--- src/rtl/pci_reset_sequencer.sv ---
// pci_reset_sequencer: drives the PCI reset pad on software request and derives a
// synchronized, stretched core reset from the pad reset input.
module pci_reset_sequencer #(
    parameter int OUT_CYCLES     = 64,
    parameter int RELEASE_CYCLES = 8
) (
    input  logic       pci_clk,
    input  logic       pci_host_reset_l,
    input  logic       pci_reset_raw,
    input  logic       sw_reset_request,
    input  logic       pci_host_mode,
    output logic       pci_reset_out_oe_comb,
    output logic       pci_reset_int,
    output logic       reset_out_busy,
    output logic [7:0] reset_event_count
);
    localparam logic [9:0] OUT_LOAD = 10'(OUT_CYCLES - 1);
    localparam logic [7:0] REL_LOAD = 8'(RELEASE_CYCLES);

    typedef enum logic [1:0] {IDLE, DRIVE, RECOVER} state_t;

    state_t     state, state_next;
    logic       sync1, raw_sync, raw_sync_d;
    logic [1:0] boot;
    logic [9:0] drive_cnt;
    logic [7:0] rel_cnt;

    always_ff @(posedge pci_clk or negedge pci_host_reset_l) begin
        if (!pci_host_reset_l) state <= IDLE;
        else                   state <= state_next;
    end

    always_comb begin
        state_next = state;
        case (state)
            IDLE:    if (sw_reset_request && pci_host_mode) state_next = DRIVE;
            DRIVE:   if (drive_cnt == 10'd0 || !pci_host_mode) state_next = RECOVER;
            RECOVER: if (!raw_sync) state_next = IDLE;
            default: state_next = IDLE;
        endcase
    end

    // boot flushes for two edges after power-up so the first release matches
    // the normal pad-deassert latency through the synchronizer.
    always_ff @(posedge pci_clk or negedge pci_host_reset_l) begin
        if (!pci_host_reset_l) begin
            sync1                 <= 1'b0;
            raw_sync              <= 1'b0;
            raw_sync_d            <= 1'b0;
            boot                  <= 2'b00;
            drive_cnt             <= 10'd0;
            rel_cnt               <= REL_LOAD;
            pci_reset_out_oe_comb <= 1'b0;
            reset_event_count     <= 8'd0;
        end else begin
            sync1                 <= pci_reset_raw;
            raw_sync              <= sync1;
            raw_sync_d            <= raw_sync;
            boot                  <= {boot[0], 1'b1};
            pci_reset_out_oe_comb <= (state_next == DRIVE);
            if (state == IDLE && state_next == DRIVE)
                drive_cnt <= OUT_LOAD;
            else if (state == DRIVE && drive_cnt != 10'd0)
                drive_cnt <= drive_cnt - 10'd1;
            if (raw_sync || state != IDLE || !boot[1])
                rel_cnt <= REL_LOAD;
            else if (rel_cnt != 8'd0)
                rel_cnt <= rel_cnt - 8'd1;
            if (raw_sync && !raw_sync_d && reset_event_count != 8'hFF)
                reset_event_count <= reset_event_count + 8'd1;
        end
    end

    assign pci_reset_int  = (rel_cnt != 8'd0);
    assign reset_out_busy = (state != IDLE);
endmodule

--- config.mk ---
export PLATFORM = sky130hd
export DESIGN_NAME = pci_reset_sequencer
export DESIGN_NICKNAME = d
export VERILOG_FILES = /design/src/rtl/pci_reset_sequencer.sv
export SDC_FILE = /design/constraint.sdc
export NUM_CORES = 1
export LEC_CHECK = 0
export CORE_MARGIN = 2
export CORE_UTILIZATION = 55
export DETAILED_ROUTE_END_ITERATION = 8
export PLACE_DENSITY = 0.77
export REMOVE_ABC_BUFFERS = 1
export SYNTH_ARGS = -nofsm -noshare
export SYNTH_HDL_FRONTEND = slang
export SYNTH_SLANG_ARGS = --single-unit
--- constraint.sdc ---
create_clock -name pci_clk -period 3.5 [get_ports pci_clk]
set_input_delay 0.7 -clock pci_clk [delete_from_list [all_inputs] [get_ports pci_clk]]
set_output_delay 0.7 -clock pci_clk [all_outputs]
set_load 0.005 [all_outputs]
; Yosys cells after proc, flatten, opt, wreduce, memory -nomap -nowiden
; Index checks and enable logic that the tools add are counted.
[classes]
addsub = 3
mux = 8
eq_ne = 4
n_reduce_logical = 18
[op_table]
columns = op, n
row1 = two-way mux 10 bit, 2
row2 = two-way mux 8 bit, 2
row3 = logical NOT 10 bit, 1
row4 = nonzero test 10 bit, 1
row5 = "subtractor 10 x 1 -> 10 bit, second input constant", 1
row6 = "adder 8 x 1 -> 8 bit, second input constant", 1
row7 = "!= test 8 bit, second input constant", 1
row8 = nonzero test 8 bit, 1
row9 = "subtractor 8 x 1 -> 8 bit, second input constant", 1
row10 = two-way mux 2 bit, 3
row11 = one-hot mux 2 bit (3 select lines), 1
row12 = nonzero test 2 bit, 3
row13 = logical AND 1 bit, 5
row14 = "equality test 2 x 1 -> 1 bit, second input constant", 2
row15 = logical NOT 1 bit, 3
row16 = logical OR 1 bit, 3
row17 = "equality test 2 bit, second input constant", 1
row18 = logical NOT 2 bit, 1
[word_totals]
word_cells = 42
inputBits = 5
output_inout_bits = 11
ff_bits = 34

; Longest topological paths before layout
; Gate-level depths: netlist of run 1.
[depth]
ltp_word = 7
mapped_depth = 6
depth_no_buf = 6

; Worst setup path before layout of run 1
; Ideal clock, no wire load.
[synth_timing]
path_kind = register to output
from = register rel_cnt[0]
to = output port pci_reset_int
required_ns = 2.800
slack_ns = 1.742
arrival_ns = 1.058
path_stages_with_launch = 5
cell_sequence = dfrtp_1 -> inv_1 -> ha_1 -> nor3b_1 -> nand2_1
[synth_via]
elab_chain_cells = 1
[synth_rtl]
columns = item, line
row1 = from (decl), 26  ; logic [7:0] rel_cnt;
row2 = from (signal assigned), 68  ; rel_cnt <= rel_cnt - 8'd1;
row3 = nonzero test 8 bit, 74  ; assign pci_reset_int = (rel_cnt != 8'd0);
row4 = to (decl), 13  ; output logic pci_reset_int,
; Every way passes these cells.

; Worst setup path in the final report of run 1
; Same ends and word-level chain as after synthesis.

==> results of run 1 <==
## power groups by stage
stage	logic, W	clock network (W)	registers, W
5_1_grt	0.000271	0.000224	0.000529
6_report	0.000242	0.000201	0.000519
3_3_place_gp	0.000236	0	0.000520
4_1_cts	0.000246	0.000205	0.000517
3_5_place_dp	0.000244	0	0.000525
2_1_floorplan	0.000130	0	0.000517
## critical path, stage by stage, from the launching register on
cell and delay [ps]:
dfrtp_1 420, inv_1 70, ha_1 190, nor3b_1 300
nand2_1 230, clkdlybuf4s50_1 500
## cells by family after synthesis
group | synth area share
fa+ha+maj | 0.0236
compound gates | 0.108
xor+xnor | 0.0496
flops | 0.536
mux | 0.0386
other cells | 0.00236
buf+inv | 0.0212
simple gates | 0.221
## metrics by stage
step / setup WS (ps) / instances / hold slack, ps / total power, W
CTS: 766 / 200 / 360 / 0.000969
finish: 772 / 200 / 359 / 0.000962
global placement: 1190 / 192 / 333 / 0.000755
global route: 626 / 200 / 363 / 0.00102
floorplan: 1740 / 145 / 331 / 0.000646
detailed placement: 1130 / 192 / 336 / 0.000769
## layer usage
metal	vias up	track usage	part of all wire
met5	-	0	0
met4	0	0.103	0.022
met3	8	0.0513	0.038
met2	19	0.274	0.46
met1	558	0.265	0.48
li1	564	-	-
## synthesized netlist by cell type, drive strengths merged
library cell,count,share of area
nand2,7,0.017
mux2,1,0.0071
o21ai,4,0.013
and3,1,0.0039
o311ai,1,0.017
or3,3,0.012
xor2,5,0.028
o21a,4,0.019
nand3b,3,0.014
mux2i,5,0.031
and2,1,0.0039
or3b,1,0.0055
dfstp,1,0.017
or4,4,0.021
nor4b,1,0.0055
o211ai,2,0.013
xnor2,4,0.022
inv,9,0.021
nand2b,4,0.016
nor3,5,0.019
nor3b,2,0.017
ha,3,0.024
o31ai,4,0.019
nor2,12,0.030
nor4,6,0.024
nor2b,3,0.012
conb,1,0.0024
dfrtp,33,0.52
a21oi,6,0.019
a211oi,2,0.0094
nand3,7,0.022
## flip-flops by register name, summed over array words and instances, names as in the netlist, 2 cells and up
name / count
drive_cnt: 10
rel_cnt: 8
reset_event_count: 8
boot: 2
state: 2
## path summary, 6_finish.rpt
| path | startpoint | end | slack [ps] | depth (start not counted) |
|---|---|---|---|---|
| worst max-delay path | rel_cnt[0] | pci_reset_int | 770 | 5 |
| worst min-delay path | sync1 | raw_sync | 360 | 0 |
| worst max register to register | drive_cnt[0] | drive_cnt[8] | 1580 | 6 |
| worst min register to register | sync1 | raw_sync | 360 | 0 |
| max in group asynchronous | pci_host_reset_l | rel_cnt[3] | 2390 | 2 |
| min in group asynchronous | pci_host_reset_l | drive_cnt[2] | 770 | 2 |
## area by class of cell
type,instances,area (um2),share of cell area
Inverter,9,33.8,0.0184
Clock buffer,8,48.8,0.0266
Timing Repair Buffer,16,158,0.0859
Tap cell,31,38.8,0.0211
Multi-Input combinational cell,102,704,0.384
Sequential cell,34,852,0.464
==> impl_metrics.env, run 1 <==
export IMPL_initial_core_util=0.577
export IMPL_critPathMaxFanout=6
export IMPL_final_nets=176
export IMPL_final_util=0.666
export IMPL_gp_congestion=0.824
export IMPL_sw_frac_of_total=0.305
export IMPL_worstSetupPathType="reg2out"
export IMPL_die_area_um2=3340
export IMPL_rsz0062_at_grt="false"
export IMPL_fillers=213
export IMPL_grt_max_degree=35
export IMPL_fin_worst_skew_ps=14.6
export IMPL_p_switching_w=0.000293
export IMPL_period_minus_slack_ps=2730
export IMPL_tns_ps=0
export IMPL_coreArea_um2=2760
export IMPL_path_clk_slew_ps=100
export IMPL_grt_overflow_total=0
export IMPL_hold_viol=0
export IMPL_final_setup_viol_count=0
export IMPL_powerDensity_nw_per_um2=524
export IMPL_status="finished clean"
export IMPL_grt_first_pass_wirelength_mm=4.80
export IMPL_area_growth_pct=15.4
export IMPL_slew_viol_final=0
export IMPL_clock_sinks=34
export IMPL_avgSynthCellArea_um2=11.0
export IMPL_ant_nets=0
export IMPL_p_int_w=0.000669
export IMPL_hold_class="reg2reg"
export IMPL_max_freq_mhz=367
export IMPL_cts_root_buffer="clkbuf_4"
export IMPL_firstDrtPassIters=4
export IMPL_vias=1149
export IMPL_clockPowerShare=0.209
export IMPL_port_buffer_count=15
export IMPL_start_kind="flip-flop"
export IMPL_viasPerCell=5.75
export IMPL_cts_hold_buf=0
export IMPL_syn_area_um2=1590
export IMPL_grt_usage=0.191
export IMPL_final_cell_mix="33 x dfrtp_1, 15 x clkdlybuf4s50_1, 11 x nor2_1"
export IMPL_synth_distinct_cells=37
export IMPL_combPwrFrac=0.251
export IMPL_cts_buffers=5
export IMPL_clk_latency_ps=330
export IMPL_grt_antenna_before_repair=0
export IMPL_drt_total_wl_mm=2.69
export IMPL_maxCapViolCount=0
export IMPL_grt_pass1_vias=1098
export IMPL_worstPathArrival_ps=2030
export IMPL_drive_above_1_share=0.0888
export IMPL_rows=19
export IMPL_avgRoutedWirePerCell_um=13.5
export IMPL_yosysSeqAreaShare=0.536
export IMPL_tritoncts="yes"
export IMPL_post_dp_cell_area_um2=1790
export IMPL_num_io_pins=16
export IMPL_die_width_um=57.8
export IMPL_fin_crit_sh=0.780
export IMPL_dpl_hpwl_mm=1.91
export IMPL_p_seq_frac=0.540
export IMPL_endpoint_kind="primary output"
export IMPL_fin_area_um2=1840
export IMPL_first_iter_violations=46
export IMPL_dieHeight_um=57.8
export IMPL_final_common_cell="dfrtp_1"
export IMPL_drc=0
export IMPL_cp_required_ps=2800
export IMPL_clk_path_buf_depth=2
export IMPL_ys_seq_elements=34
export IMPL_cts_resized_gates=0
export IMPL_cts_setup_buffers=0
export IMPL_syn_inst=145
export IMPL_diodes=0
export IMPL_cts_htree_levels=2
export IMPL_peakVddDrop_v=0.000448
export IMPL_yosysWarningCount=0
export IMPL_p_leak_nw=0.773
(Power assumes the default switching activity.)
==> run 2, diff against run 1 <==
==> constraint.sdc (replaced) <==
create_clock -name pci_clk -period 2.55 [get_ports pci_clk]
set_input_delay 0.51 -clock pci_clk [delete_from_list [all_inputs] [get_ports pci_clk]]
set_output_delay 0.51 -clock pci_clk [all_outputs]
set_load 0.005 [all_outputs]
==> impl_metrics.env, run 2 (synthesis results as in run 1) <==
export IMPL_ant_nets=0
export IMPL_diodes=0
export IMPL_hold_viol=0
export IMPL_area_growth_pct=17.9
export IMPL_viasPerCell=5.70
export IMPL_dpl_hpwl_mm=1.93
export IMPL_maxCapViolCount=0
export IMPL_final_common_cell="dfrtp_1"
export IMPL_r2r_end="drive_cnt[8]"
export IMPL_drc=0
export IMPL_avgRoutedWirePerCell_um=13.8
export IMPL_final_nets=177
export IMPL_die_width_um=57.8
export IMPL_fin_worst_skew_ps=6.94
export IMPL_final_setup_viol_count=0
export IMPL_die_area_um2=3340
export IMPL_first_iter_violations=46
export IMPL_peakVddDrop_v=0.000685
export IMPL_ff2ff_path_depth=6
export IMPL_reg2reg_slack_ps=650
export IMPL_cts_hold_buf=0
export IMPL_max_freq_mhz=430
export IMPL_grt_antenna_before_repair=0
export IMPL_cts_buffers=5
export IMPL_timing_rr_start="drive_cnt[0]"
export IMPL_powerDensity_nw_per_um2=763
export IMPL_gp_congestion=0.842
export IMPL_p_leak_nw=0.792
export IMPL_tritoncts="yes"
export IMPL_cts_htree_levels=2
export IMPL_fin_crit_sh=0.913
export IMPL_firstDrtPassIters=4
export IMPL_top_regs="drive_cnt: 10 flops, rel_cnt: 8 flops, reset_event_count: 8 flops"
export IMPL_grt_usage=0.201
export IMPL_initial_core_util=0.577
export IMPL_worstSetupPathType="reg2out"
export IMPL_tns_ps=0
export IMPL_port_buffer_count=15
export IMPL_vias=1145
export IMPL_clk_path_buf_depth=2
export IMPL_grt_first_pass_wirelength_mm=5.05
export IMPL_num_io_pins=16
export IMPL_final_cell_mix="33 x dfrtp_1, 15 x clkdlybuf4s50_1, 11 x nor2_1"
export IMPL_grt_max_degree=35
export IMPL_endpoint="pci_reset_int"
export IMPL_coreArea_um2=2760
export IMPL_fin_area_um2=1870
export IMPL_cts_root_buffer="clkbuf_4"
export IMPL_slew_viol_final=0
export IMPL_dieHeight_um=57.8
export IMPL_worstPathArrival_ps=1820
export IMPL_start_kind="flip-flop"
export IMPL_top_register="drive_cnt"
export IMPL_clock_sinks=34
export IMPL_post_dp_cell_area_um2=1790
export IMPL_rows=19
export IMPL_endpoint_kind="primary output"
export IMPL_drive_above_1_share=0.106
export IMPL_period_minus_slack_ps=2330
export IMPL_crit_start="rel_cnt[0]"
export IMPL_clk_latency_ps=330
export IMPL_largest_reg_flops=10
export IMPL_rsz0062_at_grt="false"
export IMPL_grt_overflow_total=0
export IMPL_drt_total_wl_mm=2.77
export IMPL_path_clk_slew_ps=100
export IMPL_status="finished clean"
export IMPL_critPathMaxFanout=4
export IMPL_hold_class="reg2reg"
export IMPL_grt_pass1_vias=1167
export IMPL_cp_required_ps=2040
export IMPL_fillers=215
run 2: cell count changes in the layout (fill, tap and decap cells not counted):
cell       change
buf_4          +1
bufinv_16      +1
clkbuf_1       -1
nor3b_1        -1
nor3b_2        +1
run 2: worst min path at each step:
stage	from	cells after the start	endpoint	slack, ps
floorplan	pci_host_reset_l	0	boot[0]	210
global placement	sync1	0	raw_sync	330
detailed placement	boot[0]	0	boot[1]	340
CTS	boot[0]	0	boot[1]	360
global route	sync1	0	raw_sync	370
finish	boot[0]	0	boot[1]	360
run 2: power by group:
group	internal, W	total [W]	switching (W)
clock	0.000208	0.000379	0.000171
sequential	0.000621	0.000715	0.0000932
combinational	0.000189	0.000336	0.000146
run 2: layout make-up:
class | instances | area (um2) | area share
Clock inverter | 1 | 30.0 | 0.0160
Inverter | 9 | 33.8 | 0.0180
Multi-Input combinational cell | 102 | 709 | 0.379
Tap cell | 31 | 38.8 | 0.0207
Clock buffer | 7 | 45.0 | 0.0240
Sequential cell | 34 | 852 | 0.455
Timing Repair Buffer | 17 | 165 | 0.0881
run 2: repair_timing:
action	CTS	global route
buffers inserted	1	0
endpoints found under the hold margin	0	0
setup endpoints to repair	1	1
gates resized for setup	0	1
run 2: worst max-delay path, cell delays in order (launching register included):
cell             delay [ps]
dfrtp_1                 440
inv_1                    80
ha_1                    190
nor3b_2                 240
nand2_1                  90
clkdlybuf4s50_1         460
run 2: metal layers:
metal  part of all wire  vias to the layer above  wire, um  track usage
met4              0.025                        0        70        0.120
met1               0.48                      552      1330        0.268
met2               0.46                       17      1270        0.300
met3              0.035                        9        96       0.0491
li1                   -                      567         -            -
met5                  0                        -         0            0
run 2: per-stage QoR:
step | worst slack [ps] | std cells | util | total power, W | hold slack, ps
after floorplan | 883 | 145 | - | 0.000887 | 214
after global placement | 438 | 192 | 0.648 | 0.00104 | 332
after detailed placement | 328 | 192 | 0.648 | 0.00106 | 336
after CTS | 126 | 201 | 0.678 | 0.00144 | 360
after global routing | 107 | 201 | 0.680 | 0.00152 | 366
final | 223 | 201 | 0.680 | 0.00143 | 357
==> run 3, diff against run 2 <==
==> constraint.sdc (replaced) <==
create_clock -name pci_clk -period 2.4 [get_ports pci_clk]
set_input_delay 0.48 -clock pci_clk [delete_from_list [all_inputs] [get_ports pci_clk]]
set_output_delay 0.48 -clock pci_clk [all_outputs]
set_load 0.005 [all_outputs]
==> impl_metrics.env, run 3 (synthesis results as in run 1) <==
export IMPL_status="finished clean"
export IMPL_worstPathArrival_ps=1790
export IMPL_ff2ff_path_depth=6
export IMPL_final_cell_mix="33 x dfrtp_1, 15 x clkdlybuf4s50_1, 11 x nor2_1"
export IMPL_grt_overflow_total=0
export IMPL_tritoncts="yes"
export IMPL_path_clk_slew_ps=100
export IMPL_initial_core_util=0.577
export IMPL_clockPowerShare=0.227
export IMPL_largest_reg_flops=10
export IMPL_worstSetupPathType="reg2out"
export IMPL_start_kind="flip-flop"
export IMPL_hold_class="reg2reg"
export IMPL_critPathMaxFanout=4
export IMPL_area_growth_pct=19.4
export IMPL_diodes=0
export IMPL_grt_antenna_before_repair=0
export IMPL_crit_start="rel_cnt[0]"
export IMPL_coreArea_um2=2760
export IMPL_slowest_delay_ps=450
export IMPL_p_switching_w=0.000454
export IMPL_slew_viol_final=0
export IMPL_dieHeight_um=57.8
export IMPL_cts_hold_buf=0
export IMPL_maxCapViolCount=0
export IMPL_hold_path_depth=0
export IMPL_grt_max_degree=35
export IMPL_fillers=208
export IMPL_ant_nets=0
export IMPL_path_cells="inv_1 -> ha_1 -> nor3b_4 -> nand2_2 -> clkdlybuf4s50_1"
export IMPL_p_seq_frac=0.519
export IMPL_fin_crit_sh=0.947
export IMPL_p_leak_nw=0.806
export IMPL_period_minus_slack_ps=2270
export IMPL_grt_first_pass_wirelength_mm=5.28
export IMPL_gp_congestion=0.822
export IMPL_clock_sinks=34
export IMPL_vias=1150
export IMPL_final_nets=179
export IMPL_p_int_w=0.00101
export IMPL_drive_above_1_share=0.134
export IMPL_cts_root_buffer="clkbuf_4"
export IMPL_top_register="drive_cnt"
export IMPL_die_width_um=57.8
export IMPL_drt_total_wl_mm=2.92
export IMPL_combPwrFrac=0.253
export IMPL_cts_htree_levels=2
export IMPL_num_io_pins=16
export IMPL_firstDrtPassIters=4
export IMPL_hold_start="boot[0]"
export IMPL_port_buffer_count=15
export IMPL_die_area_um2=3340
export IMPL_seq_area_um2=852
export IMPL_tns_ps=0
export IMPL_grt_usage=0.211
export IMPL_powerDensity_nw_per_um2=772
export IMPL_fin_worst_skew_ps=7.56
export IMPL_final_common_cell="dfrtp_1"
export IMPL_rows=19
export IMPL_cp_required_ps=1920
export IMPL_final_setup_viol_count=0
export IMPL_multi_input_area_um2=733
export IMPL_timing_hold_ws_ps=367
export IMPL_top_regs="drive_cnt: 10 flops, rel_cnt: 8 flops, reset_event_count: 8 flops"
export IMPL_dpl_hpwl_mm=2.00
export IMPL_hold_viol=0
export IMPL_clk_latency_ps=340
export IMPL_grt_pass1_vias=1168
export IMPL_avgRoutedWirePerCell_um=14.4
export IMPL_drc=0
export IMPL_sw_frac_of_total=0.310
export IMPL_max_freq_mhz=440
export IMPL_endpoint_kind="primary output"
export IMPL_timing_rr_start="drive_cnt[0]"
export IMPL_worst_path_max_delay_cell="clkdlybuf4s50_1"
export IMPL_peakVddDrop_v=0.000847
export IMPL_viasPerCell=5.67
export IMPL_first_iter_violations=35
export IMPL_cts_buffers=5
export IMPL_clk_path_buf_depth=2
[run 3: cell types whose count changed in the layout (fill, tap and decap cells not counted)]
cell / delta
buf_4: +2
bufinv_16: -1
clkbuf_1: -1
clkbuf_8: +1
clkinv_2: +1
nand2_1: -1
nand2_2: +1
nor3b_2: -1
nor3b_4: +1
nor4_1: -1
nor4_4: +1
[run 3: power groups by stage]
stage          combinational (W)  clock (W)  sequential (W)
6_report                0.000371   0.000333        0.000761
5_1_grt                 0.000411   0.000361        0.000783
4_1_cts                 0.000367   0.000343        0.000759
3_5_place_dp            0.000358          0        0.000767
3_3_place_gp            0.000344          0        0.000758
2_1_floorplan           0.000189          0        0.000753
[run 3: worst max-delay path, delay by kind of cell, from the launching register on]
family	cells	cell delay [ps]
simple gates	2	330
flops	1	410
fa+ha+maj	1	200
buf+inv	2	520
[run 3: layout make-up]
class,count,area share
flip-flops and latches,34,0.449
clock inverters,1,0.00264
clock buffers,7,0.0290
inverters,9,0.0178
multi-input cells,102,0.386
well taps,31,0.0204
repair buffers,19,0.0949
[run 3: metrics by stage]
step	cell area [um2]	cells	utilization	setup WS, ps	power, W
6_report	1900	203	0.688	126	0.00147
5_1_grt	1900	203	0.688	-0.0668	0.00156
4_1_cts	1870	200	0.677	16.9	0.00147
3_5_place_dp	1790	192	0.648	192	0.00112
3_3_place_gp	1790	192	0.648	321	0.00110
2_1_floorplan	1590	145	-	733	0.000942
[run 3: path summary, 6_finish.rpt]
kind / endpoint / slack, ps
max: pci_reset_int / 130
min: boot[1] / 370
max reg2reg: drive_cnt[8] / 480
min reg2reg: boot[1] / 370
max in group asynchronous: rel_cnt[3] / 1530
min in group asynchronous: drive_cnt[8] / 540
[run 3: metal layers]
metal / wire [um] / share of wire / track usage / up-vias
li1: - / - / - / 567
met1: 1370 / 0.47 / 0.290 / 553
met2: 1380 / 0.47 / 0.302 / 21
met3: 103 / 0.035 / 0.0625 / 9
met4: 72 / 0.025 / 0.113 / 0
met5: 0 / 0 / 0 / -
[run 3: what timing repair did]
action / 4_1_cts / 5_1_grt
gates resized for setup: 4 / 1
endpoints found under the setup margin: 1 / 1
hold endpoints to repair: 0 / 0
buffers inserted: 0 / 3
